File: src/rtl/uart_pkg.sv
// Shared UART definitions: receiver/transmitter state encoding and framing constants.
// Imported by uart_rx and uart_tx so both ends agree on frame geometry.
package uart_pkg;

  typedef enum logic [2:0] {
    IDLE,
    START,
    DATA,
    STOP,
    BREAK_WAIT
  } uart_state_e;

  localparam int DATA_BITS            = 8;
  localparam int DEFAULT_CLKS_PER_BIT = 521;

endpackage

File: src/rtl/uart_sync2.sv
// Two-flop synchroniser for an asynchronous level input; resets to 1 so an idle-high
// line does not look like activity while reset is being released.
module uart_sync2 (
  input  logic clk_i,
  input  logic rst_i,
  input  logic async_i,
  output logic sync_o
);

  logic meta_q;
  logic sync_q;

  always_ff @(posedge clk_i) begin
    if (rst_i) begin
      meta_q <= 1'b1;
      sync_q <= 1'b1;
    end else begin
      meta_q <= async_i;
      sync_q <= meta_q;
    end
  end

  assign sync_o = sync_q;

endmodule

File: src/rtl/uart_rx.sv
// 8N1 UART receiver: synchronises the line, re-checks the start bit at mid-bit, samples
// each data bit and the stop bit once per bit period, and strobes good or bad frames.
module uart_rx
  import uart_pkg::*;
#(
  parameter int CLKS_PER_BIT = DEFAULT_CLKS_PER_BIT,
  parameter int CNT_W        = $clog2(CLKS_PER_BIT)
) (
  input  logic                 rx_clk,
  input  logic                 rx_rst,
  input  logic                 rx_in,
  output logic [DATA_BITS-1:0] rx_data,
  output logic                 rx_valid,
  output logic                 rx_frame_err,
  output logic                 rx_busy
);

  localparam int IDX_W = $clog2(DATA_BITS);
  localparam logic [CNT_W-1:0] CNT_MAX  = CNT_W'(CLKS_PER_BIT - 1);
  localparam logic [CNT_W-1:0] CNT_HALF = CNT_W'((CLKS_PER_BIT - 1) / 2);
  localparam logic [IDX_W-1:0] IDX_LAST = IDX_W'(DATA_BITS - 1);

  logic                 rx_s;
  uart_state_e          state_q;
  logic [CNT_W-1:0]     cnt_q;
  logic [CNT_W-1:0]     cnt_d;
  logic [IDX_W-1:0]     idx_q;
  logic [IDX_W-1:0]     idx_d;
  logic [DATA_BITS-1:0] shift_q;
  logic [DATA_BITS-1:0] data_q;
  logic                 valid_q;
  logic                 ferr_q;
  logic                 busy_q;

  uart_sync2 u_sync (
    .clk_i   (rx_clk),
    .rst_i   (rx_rst),
    .async_i (rx_in),
    .sync_o  (rx_s)
  );

  assign cnt_d = cnt_q + CNT_W'(1);
  assign idx_d = idx_q + IDX_W'(1);

  // busy_q is updated on every transition so it always mirrors (state_q != IDLE).
  always_ff @(posedge rx_clk) begin
    if (rx_rst) begin
      state_q <= IDLE;
      cnt_q   <= '0;
      idx_q   <= '0;
      shift_q <= '0;
      data_q  <= '0;
      valid_q <= 1'b0;
      ferr_q  <= 1'b0;
      busy_q  <= 1'b0;
    end else begin
      valid_q <= 1'b0;
      ferr_q  <= 1'b0;
      case (state_q)
        IDLE: begin
          cnt_q <= '0;
          idx_q <= '0;
          if (!rx_s) begin
            state_q <= START;
            busy_q  <= 1'b1;
          end
        end
        START: begin
          if (cnt_q < CNT_HALF) begin
            cnt_q <= cnt_d;
          end else begin
            cnt_q <= '0;
            if (!rx_s) begin
              state_q <= DATA;
            end else begin
              state_q <= IDLE;
              busy_q  <= 1'b0;
            end
          end
        end
        DATA: begin
          if (cnt_q < CNT_MAX) begin
            cnt_q <= cnt_d;
          end else begin
            cnt_q          <= '0;
            shift_q[idx_q] <= rx_s;
            if (idx_q == IDX_LAST) begin
              idx_q   <= '0;
              state_q <= STOP;
            end else begin
              idx_q <= idx_d;
            end
          end
        end
        STOP: begin
          if (cnt_q < CNT_MAX) begin
            cnt_q <= cnt_d;
          end else begin
            cnt_q <= '0;
            if (rx_s) begin
              data_q  <= shift_q;
              valid_q <= 1'b1;
              state_q <= IDLE;
              busy_q  <= 1'b0;
            end else begin
              ferr_q  <= 1'b1;
              state_q <= BREAK_WAIT;
            end
          end
        end
        // A held-low line must return high before another start bit can be recognised.
        BREAK_WAIT: begin
          if (rx_s) begin
            state_q <= IDLE;
            busy_q  <= 1'b0;
          end
        end
        default: begin
          state_q <= IDLE;
          busy_q  <= 1'b0;
        end
      endcase
    end
  end

  assign rx_data      = data_q;
  assign rx_valid     = valid_q;
  assign rx_frame_err = ferr_q;
  assign rx_busy      = busy_q;

endmodule

File: config.mk
export PLATFORM = sky130hd
export DESIGN_NAME = uart_rx
export DESIGN_NICKNAME = d
export VERILOG_FILES = /design/src/rtl/uart_pkg.sv /design/src/rtl/uart_sync2.sv /design/src/rtl/uart_rx.sv
export SDC_FILE = /design/constraint.sdc
export NUM_CORES = 1
export LEC_CHECK = 0
export BUFFER_PORTS_ARGS = -buffer_cell sky130_fd_sc_hd__buf_4
export CORE_ASPECT_RATIO = 1.1
export CORE_MARGIN = 10
export CORE_UTILIZATION = 35
export CTS_CLUSTER_SIZE = 10
export DETAILED_ROUTE_END_ITERATION = 8
export GPL_TIMING_DRIVEN = 1
export PLACE_DENSITY = 0.61
export SLEW_MARGIN = 20
export SYNTH_ARGS = -nofsm -noshare
export SYNTH_HDL_FRONTEND = slang
export SYNTH_SLANG_ARGS = --single-unit
File: constraint.sdc
create_clock -name rx_clk -period 5.4 [get_ports rx_clk]
set_input_delay 1.08 -clock rx_clk [delete_from_list [all_inputs] [get_ports rx_clk]]
set_output_delay 1.08 -clock rx_clk [all_outputs]
set_load 0.01 [all_outputs]
==> results of run 1 <==
worst min-delay path by stage:
stage,cells after the start,to
floorplan,1,u_sync.sync_o
global placement,1,u_sync.sync_o
detailed placement,1,u_sync.sync_o
CTS,1,u_sync.sync_o
global route,1,u_sync.sync_o
finish,1,u_sync.sync_o
cells by family after synthesis:
family / Yosys count / share of synthesized area, %
AO/OA/AOI/OAI: 30 / 12.9
XOR/XNOR: 1 / 0.504
adder cells (fa/ha/maj): 3 / 2.16
buffers and inverters: 15 / 3.60
flip-flops: 37 / 42.6
multiplexers: 17 / 9.78
AND/OR/NAND/NOR: 94 / 28.5
state kept, by name, indices dropped and copies added, names as in the netlist:
register / cells
rx_frame_err: 1
rx_valid: 1
idx_q: 3
u_sync.meta_q: 1
rx_busy: 1
state_q: 3
rx_data: 8
cnt_q: 10
shift_q: 8
u_sync.sync_o: 1
metal layers:
layer	global-route usage, %	routed length [µm]	up-vias	share of wire, %
li1	-	-	722	-
met1	12.2	1740	622	51
met2	12.2	1490	23	44
met3	2.52	122	4	3.6
met4	4.79	56	0	1.6
met5	0	0	-	0
report_power, final:
group / leakage (nW) / total (W) / switching (W) / internal [W]
combinational: 0.355 / 0.000104 / 0.0000610 / 0.0000430
clock: 0.0540 / 0.000227 / 0.0000927 / 0.000134
sequential: 0.299 / 0.000307 / 0.0000211 / 0.000286
total: 0.708 / 0.000638 / 0.000175 / 0.000463
final cells by class:
class	count	area, µm²
multi-input combinational	145	936
sequential	37	741
tap	56	70.1
clock inverter	2	35.0
fill	455	2770
timing repair buffer	13	97.6
inverter	1	3.75
clock buffer	5	68.8
metrics by stage:
step                util [%]  cell area [µm²]
floorplan                  -             1740
global placement        39.2             1850
detailed placement      39.2             1850
CTS                     41.4             1950
global route            41.4             1950
finish                  41.4             1950
Yosys cell counts, drive strengths merged (3+ instances only):
cell type | number | share of area, %
nand2b | 3 | 1.1
dfxtp | 37 | 43
nor4 | 4 | 1.8
nor3 | 4 | 1.4
ha | 3 | 2.2
or2 | 4 | 1.4
clkbuf | 12 | 2.7
nand3 | 14 | 4.0
nor2b | 3 | 1.1
mux2i | 17 | 9.8
or4 | 3 | 1.5
nand2 | 16 | 3.5
nand4b | 3 | 1.5
nor2 | 26 | 5.6
a31oi | 6 | 2.2
nand4 | 3 | 1.1
or3 | 5 | 1.8
a21oi | 8 | 2.3
==> results.toml, run 1 <==
[setup_path]
critical_path.n_buffers_inverters = 0
critical_path.max_stage_delay_ps = 630
critPathArrivalTime_ps = 2450
reg2reg_to = "cnt_q[5]"
critical_path.max_fanout = 20
critical_path.cell_chain = "or4b_1 -> nor4_2 -> a211oi_2 -> or3_1 -> a31oi_1"
sort_of_element_at_the_end_of_the_critical_path = "register"
critPathLaunch = "state_q[2]"
critical_path_startpoint_category = "register"
r2r-start = "state_q[2]"
reg2reg_setup_slack_ps = 3160
critical_path_depth = 5
critical_path.slowest_cell = "sky130_fd_sc_hd__or4b_1"
crit_family = "simple AND/OR/NAND/NOR gates"
worst-endpoint-required_ps = 5610
timing.reg2reg.worst_path_depth = 5
crit_path_end = "cnt_q[5]"
path_class = "reg -> reg"

[floorplan]
dieArea_mm2 = 0.00819
initial_core_util_pct = 36.9
floorplan.rows = 26
coreArea_mm2 = 0.00472
fp.dieW_um = 87.2
io_pins = 14
chipHeight_um = 93.9

[clock_tree]
cts_repair_resize_count = 0
cts_hold_repair.buffers = 0
tritoncts = "built"
worst_skew_pair.late_latency_ps = 280
clk_path_buf_depth = 2
clock_sinks = 37
clk_pin_slew_ps = 70
cts_inserted_buffers = 5
root_buffer = "sky130_fd_sc_hd__clkbuf_8"
cts_max_level = 2
post-cts-setup-buffer-count = 0

[global_route]
number_of_global_route_vias_before_repair = 1260
grt_max_degree = 38
globalRouteOverflowTotal = 0
number_of_antenna_violations_at_the_first_check_in_global_routing = 0
grt_first_pass_wirelength_mm = 6.00
global_route.usage.total_pct = 8.91

[layout]
final_net_count = 209
layout.cells.most_common_list = "sky130_fd_sc_hd__dfxtp_1 (37), sky130_fd_sc_hd__nor2_1 (26), sky130_fd_sc_hd__mux2i_1 (17)"
layout.cells.non_filler = 259
areaGrowthSynthToFinish_pct = 12.2
antenna_cells_inserted = 0
layout_commonest_cell = "sky130_fd_sc_hd__dfxtp_1"
final_layout_size_suffix_gt1_share_pct = 15.8

[timing]
worst_hold_margin_ps = 417
final-max-slew-violation-count = 0
timing_hold_violations_final = 0
grt_setup_unrepaired = "no"
min_period_over_period_pct = 41.5
post-route-worst-setup-slack_ps = 3160
min_period_ps = 2240
clock_skew_ps = 7.19
timing.max_slew.rel_slack_pct = 45.6
fmax_mhz = 446
setup_tns_ps = 0
timing_worst_slew_pin_value_ps = 812
setup-violations-final = 0

[synth]
synthesis.area_mm2 = 0.00174
post_synthesis_sequential_area_ratio_pct = 42.6
post_synth_net_total = 203
synth_enable_flop_cells = 0
postSynthAreaPerCell_um2 = 8.83
synth.ff_latch_count = 37
synthArstFlopShare_pct = 0
dominantRegCellSynth = "sky130_fd_sc_hd__dfxtp_1"
synthesis.yosys.warnings = 0
distinct_cell_type_count_of_the_synthesized_netlist = 43
synthCells = 197

[placed_design]
pre_cts_slack_ps = 3180
dpl.hpwl_mm = 2.28
io_buffers = 13
dp.cells = 252
gp_congestion = 0.817

[run]
max_cap_violations = 0

[detailed_routing]
totalWireLength_mm = 3.42
routed-via-count = 1371
drcViolationCount = 0
detail_route.iter0.violations = 134
detail_route.wl_per_cell_um = 13.2
routed_via_density = 5.29
drtAntennaViolNets = 0
drt-pass1-iter-count = 4

[min_path]
timing.hold.worst.class = "reg -> reg"
hold_path.startpoint = "u_sync.meta_q"

[outcome]
outcome = "finished, final reports clean"

[power]
cellLeakagePower_nw = 0.708
design_power_total_w = 0.000638
max-vdd-ir-drop_v = 0.000129
power_density_mw_per_mm2 = 327
Power figures use the tool's default switching activity.
==> run 2: changes to the inputs <==
--- a/config.mk
+++ b/config.mk
@@ -12,7 +12,7 @@
 export CTS_CLUSTER_SIZE = 10
 export DETAILED_ROUTE_END_ITERATION = 8
 export GPL_TIMING_DRIVEN = 1
-export PLACE_DENSITY = 0.61
+export PLACE_DENSITY = 0.63
 export SLEW_MARGIN = 20
 export SYNTH_ARGS = -nofsm -noshare
 export SYNTH_HDL_FRONTEND = slang
==> constraint.sdc (replaced) <==
create_clock -name rx_clk -period 1.9 [get_ports rx_clk]
set_input_delay 0.38 -clock rx_clk [delete_from_list [all_inputs] [get_ports rx_clk]]
set_output_delay 0.38 -clock rx_clk [all_outputs]
set_load 0.01 [all_outputs]
==> run 2 against run 1 <==
- the run now ends with setup timing left
- power increased to 3.1 times the previous value
- worst setup slack got worse by 3200 ps
- global-route usage grew 1.1 points
- register-to-register slack got worse by 3200 ps
- sequential power increased to 2.7 times the previous value
- die area is the same
- critical path depth is the same
- maximum frequency up 18%
- clock power rose to 3.2 times the previous value
- via count up 9.3%
- count of clock-buffer cells in the layout up 1
- combinational power rose to 3.9 times the previous value
- critical path type unchanged
==> results.toml, run 2 (synthesis results as in run 1) <==
[layout]
final_net_count = 232
largest_register_ffs = 10
sequential_cell_area_um2 = 742
areaGrowthSynthToFinish_pct = 26.6
final_layout_size_suffix_gt1_share_pct = 25.6
multiInputGateArea_um2 = 972
antenna_cells_inserted = 0
nFillCells = 427
layout_commonest_cell = "sky130_fd_sc_hd__dfxtp_1"
layout.cells.most_common_list = "sky130_fd_sc_hd__dfxtp_1 (36), sky130_fd_sc_hd__buf_4 (32), sky130_fd_sc_hd__nor2_1 (26)"
register_with_the_most_flip_flops = "cnt_q"

[detailed_routing]
detail_route.iter0.violations = 132
routed-via-count = 1498
totalWireLength_mm = 3.81
detail_route.wl_per_cell_um = 13.5
drtAntennaViolNets = 0
drt-pass1-iter-count = 4
drcViolationCount = 0
routed_via_density = 5.29

[power]
proportion_of_total_power_due_to_net_switching_pct = 28.2
seq_power_share_pct = 43.0
power_density_mw_per_mm2 = 891
clock_power_share_pct = 36.6
max-vdd-ir-drop_v = 0.000647
power.share.combinational_pct = 20.4
cellLeakagePower_nw = 0.855
switchingPower_w = 0.000553
power.internal_w = 0.00141
design_power_total_w = 0.00196

[global_route]
met2_usage_in_global_routing_pct = 14.6
grtUsageMet1_pct = 12.9
grt-busiest-layer = "met2"
global_route.usage.total_pct = 9.96
number_of_antenna_violations_at_the_first_check_in_global_routing = 0
globalRouteOverflowTotal = 0
grt_max_degree = 38
grt_first_pass_wirelength_mm = 6.60
grt.met3_usage_pct = 2.78
number_of_global_route_vias_before_repair = 1392

[placed_design]
io_buffers = 13
gp_congestion = 0.846
dpl.hpwl_mm = 2.56

[timing]
grt_setup_unrepaired = "yes"
worst_hold_margin_ps = 274
min_period_ps = 1900
post-route-worst-setup-slack_ps = -0.648
min_period_over_period_pct = 100
timing_hold_violations_final = 0
setup-violations-final = 1
timing.max_slew.rel_slack_pct = 60.5
clock_skew_ps = 3.09
fmax_mhz = 526
timing_worst_slew_pin_value_ps = 590
final-max-slew-violation-count = 0

[clock_tree]
tritoncts = "built"
worst_skew_pair.late_latency_ps = 290
clock_sinks = 37
cts_inserted_buffers = 5
clk_pin_slew_ps = 80
root_buffer = "sky130_fd_sc_hd__clkbuf_8"
cts_hold_repair.buffers = 0
cts_max_level = 2
clk_path_buf_depth = 2

[setup_path]
critPathArrivalTime_ps = 2100
critical_path_startpoint_category = "register"
worst-endpoint-required_ps = 2100
path_class = "reg -> reg"
sort_of_element_at_the_end_of_the_critical_path = "register"
critical_path.max_fanout = 4

[floorplan]
io_pins = 14
coreArea_mm2 = 0.00472
chipHeight_um = 93.9
floorplan.rows = 26
fp.dieW_um = 87.2
initial_core_util_pct = 36.9
dieArea_mm2 = 0.00819

[outcome]
outcome = "finished, violations left"
violations = "setup timing"

[min_path]
timing.hold.worst.class = "in -> reg"

[run]
max_cap_violations = 0
[run 2: cell count changes in the layout (fill, tap and decap cells not counted), sizes merged]
| cell | delta |
|---|---|
| buf | +23 |
| clkbuf | +1 |
| clkinv | -1 |
| clkinvlp | +1 |
[run 2: worst max-delay path: stages, from the launching register on]
cell and delay, ps:
sky130_fd_sc_hd__dfxtp_2 320, sky130_fd_sc_hd__or4_4 580, sky130_fd_sc_hd__o31a_4 310, sky130_fd_sc_hd__a311o_1 340, sky130_fd_sc_hd__and3_1 160, sky130_fd_sc_hd__o32ai_1 90
[run 2: per-layer routing]
layer / wire length [µm] / part of all wire (%)
met5: 0 / 0
met2: 1730 / 45
met3: 165 / 4.3
met4: 91 / 2.4
met1: 1830 / 48
[run 2: path summary, 6_finish.rpt]
kind | from | endpoint | slack, ps | depth (start not counted)
worst max-delay path | cnt_q[6] | rx_busy | -0.6 | 5
worst min-delay path | rx_in | u_sync.meta_q | 270 | 2
worst max register to register | cnt_q[6] | rx_busy | -0.6 | 5
worst min register to register | u_sync.meta_q | u_sync.sync_o | 420 | 1
[run 2: power by group through the flow]
stage	registers (W)	clock network (W)	logic [W]
2_1_floorplan	0.000861	0	0.000267
3_5_place_dp	0.000862	0	0.000376
6_report	0.000844	0.000718	0.000401
4_1_cts	0.000844	0.000731	0.000392
3_3_place_gp	0.000860	0	0.000377
5_1_grt	0.000849	0.000767	0.000437
[run 2: cell type report]
type	instances	area share, %
flip-flops and latches	37	33.7
repair buffers	36	13.4
inverters	1	0.170
clock buffers	6	3.75
clock inverters	2	1.70
multi-input cells	145	44.1
well taps	56	3.18
[run 2: stage by stage]
step | area [µm²] | setup slack (ps) | util (%) | setup TNS, ps | std cells
after floorplan | 1740 | -37.5 | - | -166 | 197
after global placement | 2010 | -26.9 | 42.5 | -236 | 273
after detailed placement | 2010 | -25.9 | 42.5 | -86.3 | 273
after CTS | 2160 | -42.2 | 45.9 | -129 | 282
after global routing | 2200 | -64.6 | 46.7 | -737 | 283
final | 2200 | -0.648 | 46.7 | -0.648 | 283
[run 2: timing repair]
item                       4_1_cts  5_1_grt
setup endpoints to repair       18       28
pin swaps                        2       11
gates resized for setup          3        5
setup buffers                    1        1
==> run 3: changes to the inputs <==
--- a/config.mk
+++ b/config.mk
@@ -5,14 +5,14 @@
 export SDC_FILE = /design/constraint.sdc
 export NUM_CORES = 1
 export LEC_CHECK = 0
-export BUFFER_PORTS_ARGS = -buffer_cell sky130_fd_sc_hd__buf_4
 export CORE_ASPECT_RATIO = 1.1
 export CORE_MARGIN = 10
 export CORE_UTILIZATION = 35
 export CTS_CLUSTER_SIZE = 10
 export DETAILED_ROUTE_END_ITERATION = 8
+export DONT_BUFFER_PORTS = 1
 export GPL_TIMING_DRIVEN = 1
-export PLACE_DENSITY = 0.63
+export PLACE_DENSITY = 0.59
 export SLEW_MARGIN = 20
 export SYNTH_ARGS = -nofsm -noshare
 export SYNTH_HDL_FRONTEND = slang
==> constraint.sdc (replaced) <==
create_clock -name rx_clk -period 2.15 [get_ports rx_clk]
set_input_delay 0.43 -clock rx_clk [delete_from_list [all_inputs] [get_ports rx_clk]]
set_output_delay 0.43 -clock rx_clk [all_outputs]
set_load 0.01 [all_outputs]
==> run 3 against run 2 <==
- power decreased by 16%
- the flow now finishes without violations
- via count shrank 7.1%
- final area shrank 12%
- flip-flop and latch count unchanged
- non-clock buffer count is 26 lower
- clock skew is 6.3 ps higher
==> results.toml, run 3 (synthesis results as in run 1) <==
[power]
cellLeakagePower_nw = 0.690
design_power_total_w = 0.00166
power_density_mw_per_mm2 = 854
max-vdd-ir-drop_v = 0.000315

[placed_design]
gp_congestion = 0.760
io_buffers = 0
dp.cells = 249
dpl.hpwl_mm = 2.43

[setup_path]
worst-endpoint-required_ps = 2350
crit_family = "compound AO/OA/AOI/OAI gates"
timing.reg2reg.worst_path_depth = 5
critical_path_startpoint_category = "register"
critPathArrivalTime_ps = 2190
critical_path.cell_chain = "or4_4 -> o31a_2 -> a311o_1 -> and3_1 -> o32ai_1"
critical_path.slowest_cell = "sky130_fd_sc_hd__or4_4"
critical_path.max_fanout = 6
sort_of_element_at_the_end_of_the_critical_path = "register"
critical_path.n_buffers_inverters = 0
path_class = "reg -> reg"
critical_path.max_stage_delay_ps = 590
critical_path_depth = 5

[layout]
layout_commonest_cell = "sky130_fd_sc_hd__dfxtp_1"
largest_register_ffs = 10
final_layout_size_suffix_gt1_share_pct = 14.9
layout.core_utilization_pct = 41.1
areaGrowthSynthToFinish_pct = 11.6
layout.cells.most_common_list = "sky130_fd_sc_hd__dfxtp_1 (37), sky130_fd_sc_hd__nor2_1 (26), sky130_fd_sc_hd__mux2i_1 (17)"
nFillCells = 473
layout.cells.non_filler = 257
register_with_the_most_flip_flops = "cnt_q"
antenna_cells_inserted = 0
final_net_count = 206

[min_path]
timing.hold.worst.class = "in -> reg"
hold_depth = 1

[detailed_routing]
totalWireLength_mm = 3.69
detail_route.wl_per_cell_um = 14.4
detail_route.iter0.violations = 83
routed_via_density = 5.41
drtAntennaViolNets = 0
routed-via-count = 1391
drcViolationCount = 0
drt-pass1-iter-count = 4

[timing]
clock_skew_ps = 9.43
setup_tns_ps = 0
fmax_mhz = 504
timing_worst_slew_pin_value_ps = 466
min_period_over_period_pct = 92.3
timing_hold_violations_final = 0
grt_setup_unrepaired = "no"
final-max-slew-violation-count = 0
setup-violations-final = 0
min_period_ps = 1990
timing.max_slew.rel_slack_pct = 68.8
worst_hold_margin_ps = 198

[global_route]
grt_first_pass_wirelength_mm = 6.33
number_of_global_route_vias_before_repair = 1325
global_route.usage.total_pct = 9.65
grt_max_degree = 38
number_of_antenna_violations_at_the_first_check_in_global_routing = 0
globalRouteOverflowTotal = 0

[floorplan]
io_pins = 14
fp.dieW_um = 87.2
chipHeight_um = 93.9
coreArea_mm2 = 0.00472
initial_core_util_pct = 36.9
floorplan.rows = 26
dieArea_mm2 = 0.00819

[outcome]
outcome = "finished, final reports clean"

[clock_tree]
post-cts-setup-buffer-count = 0
clock_sinks = 37
clk_pin_slew_ps = 80
cts_hold_repair.buffers = 0
cts_inserted_buffers = 5
tritoncts = "built"
worst_skew_pair.late_latency_ps = 300
cts_max_level = 2
root_buffer = "sky130_fd_sc_hd__clkbuf_8"
cts_repair_resize_count = 0
clk_path_buf_depth = 2

[run]
max_cap_violations = 0
run 3: path summary, 6_finish.rpt:
| check | from | end | slack, ps |
|---|---|---|---|
| worst min register to register | u_sync.meta_q | u_sync.sync_o | 410 |
| worst min-delay path | rx_rst | shift_q[0] | 200 |
| worst max-delay path | cnt_q[3] | rx_busy | 160 |
| worst max register to register | cnt_q[3] | rx_busy | 160 |
run 3: per-layer routing:
layer / vias up / wire length (µm) / GRT usage, % / part of all wire, %
li1: 720 / - / - / -
met1: 638 / 1760 / 11.8 / 48
met2: 23 / 1620 / 13.7 / 44
met3: 10 / 198 / 3.65 / 5.4
met4: 0 / 117 / 6.38 / 3.2
met5: - / 0 / 0 / 0
run 3: layout make-up:
type                            instances  area [µm²]  share of cell area, %
Tap cell                               56        70.1                   3.61
Clock inverter                          3        46.3                   2.39
Timing Repair Buffer                   10        75.1                   3.87
Sequential cell                        37         741                   38.2
Inverter                                1        3.75                  0.193
Clock buffer                            5        68.8                   3.55
Multi-Input combinational cell        145         936                   48.2
run 3: per-stage QoR:
| step | worst slack (ps) | cell area (µm²) |
|---|---|---|
| 2_1_floorplan | 199 | 1740 |
| 3_3_place_gp | 220 | 1830 |
| 3_5_place_dp | 197 | 1830 |
| 4_1_cts | 165 | 1940 |
| 5_1_grt | 65.2 | 1940 |
| 6_report | 165 | 1940 |
run 3: power breakdown:
| group | switching (W) | internal [W] |
|---|---|---|
| logic | 0.000178 | 0.000119 |
| clock network | 0.000269 | 0.000347 |
| registers | 0.0000267 | 0.000717 |
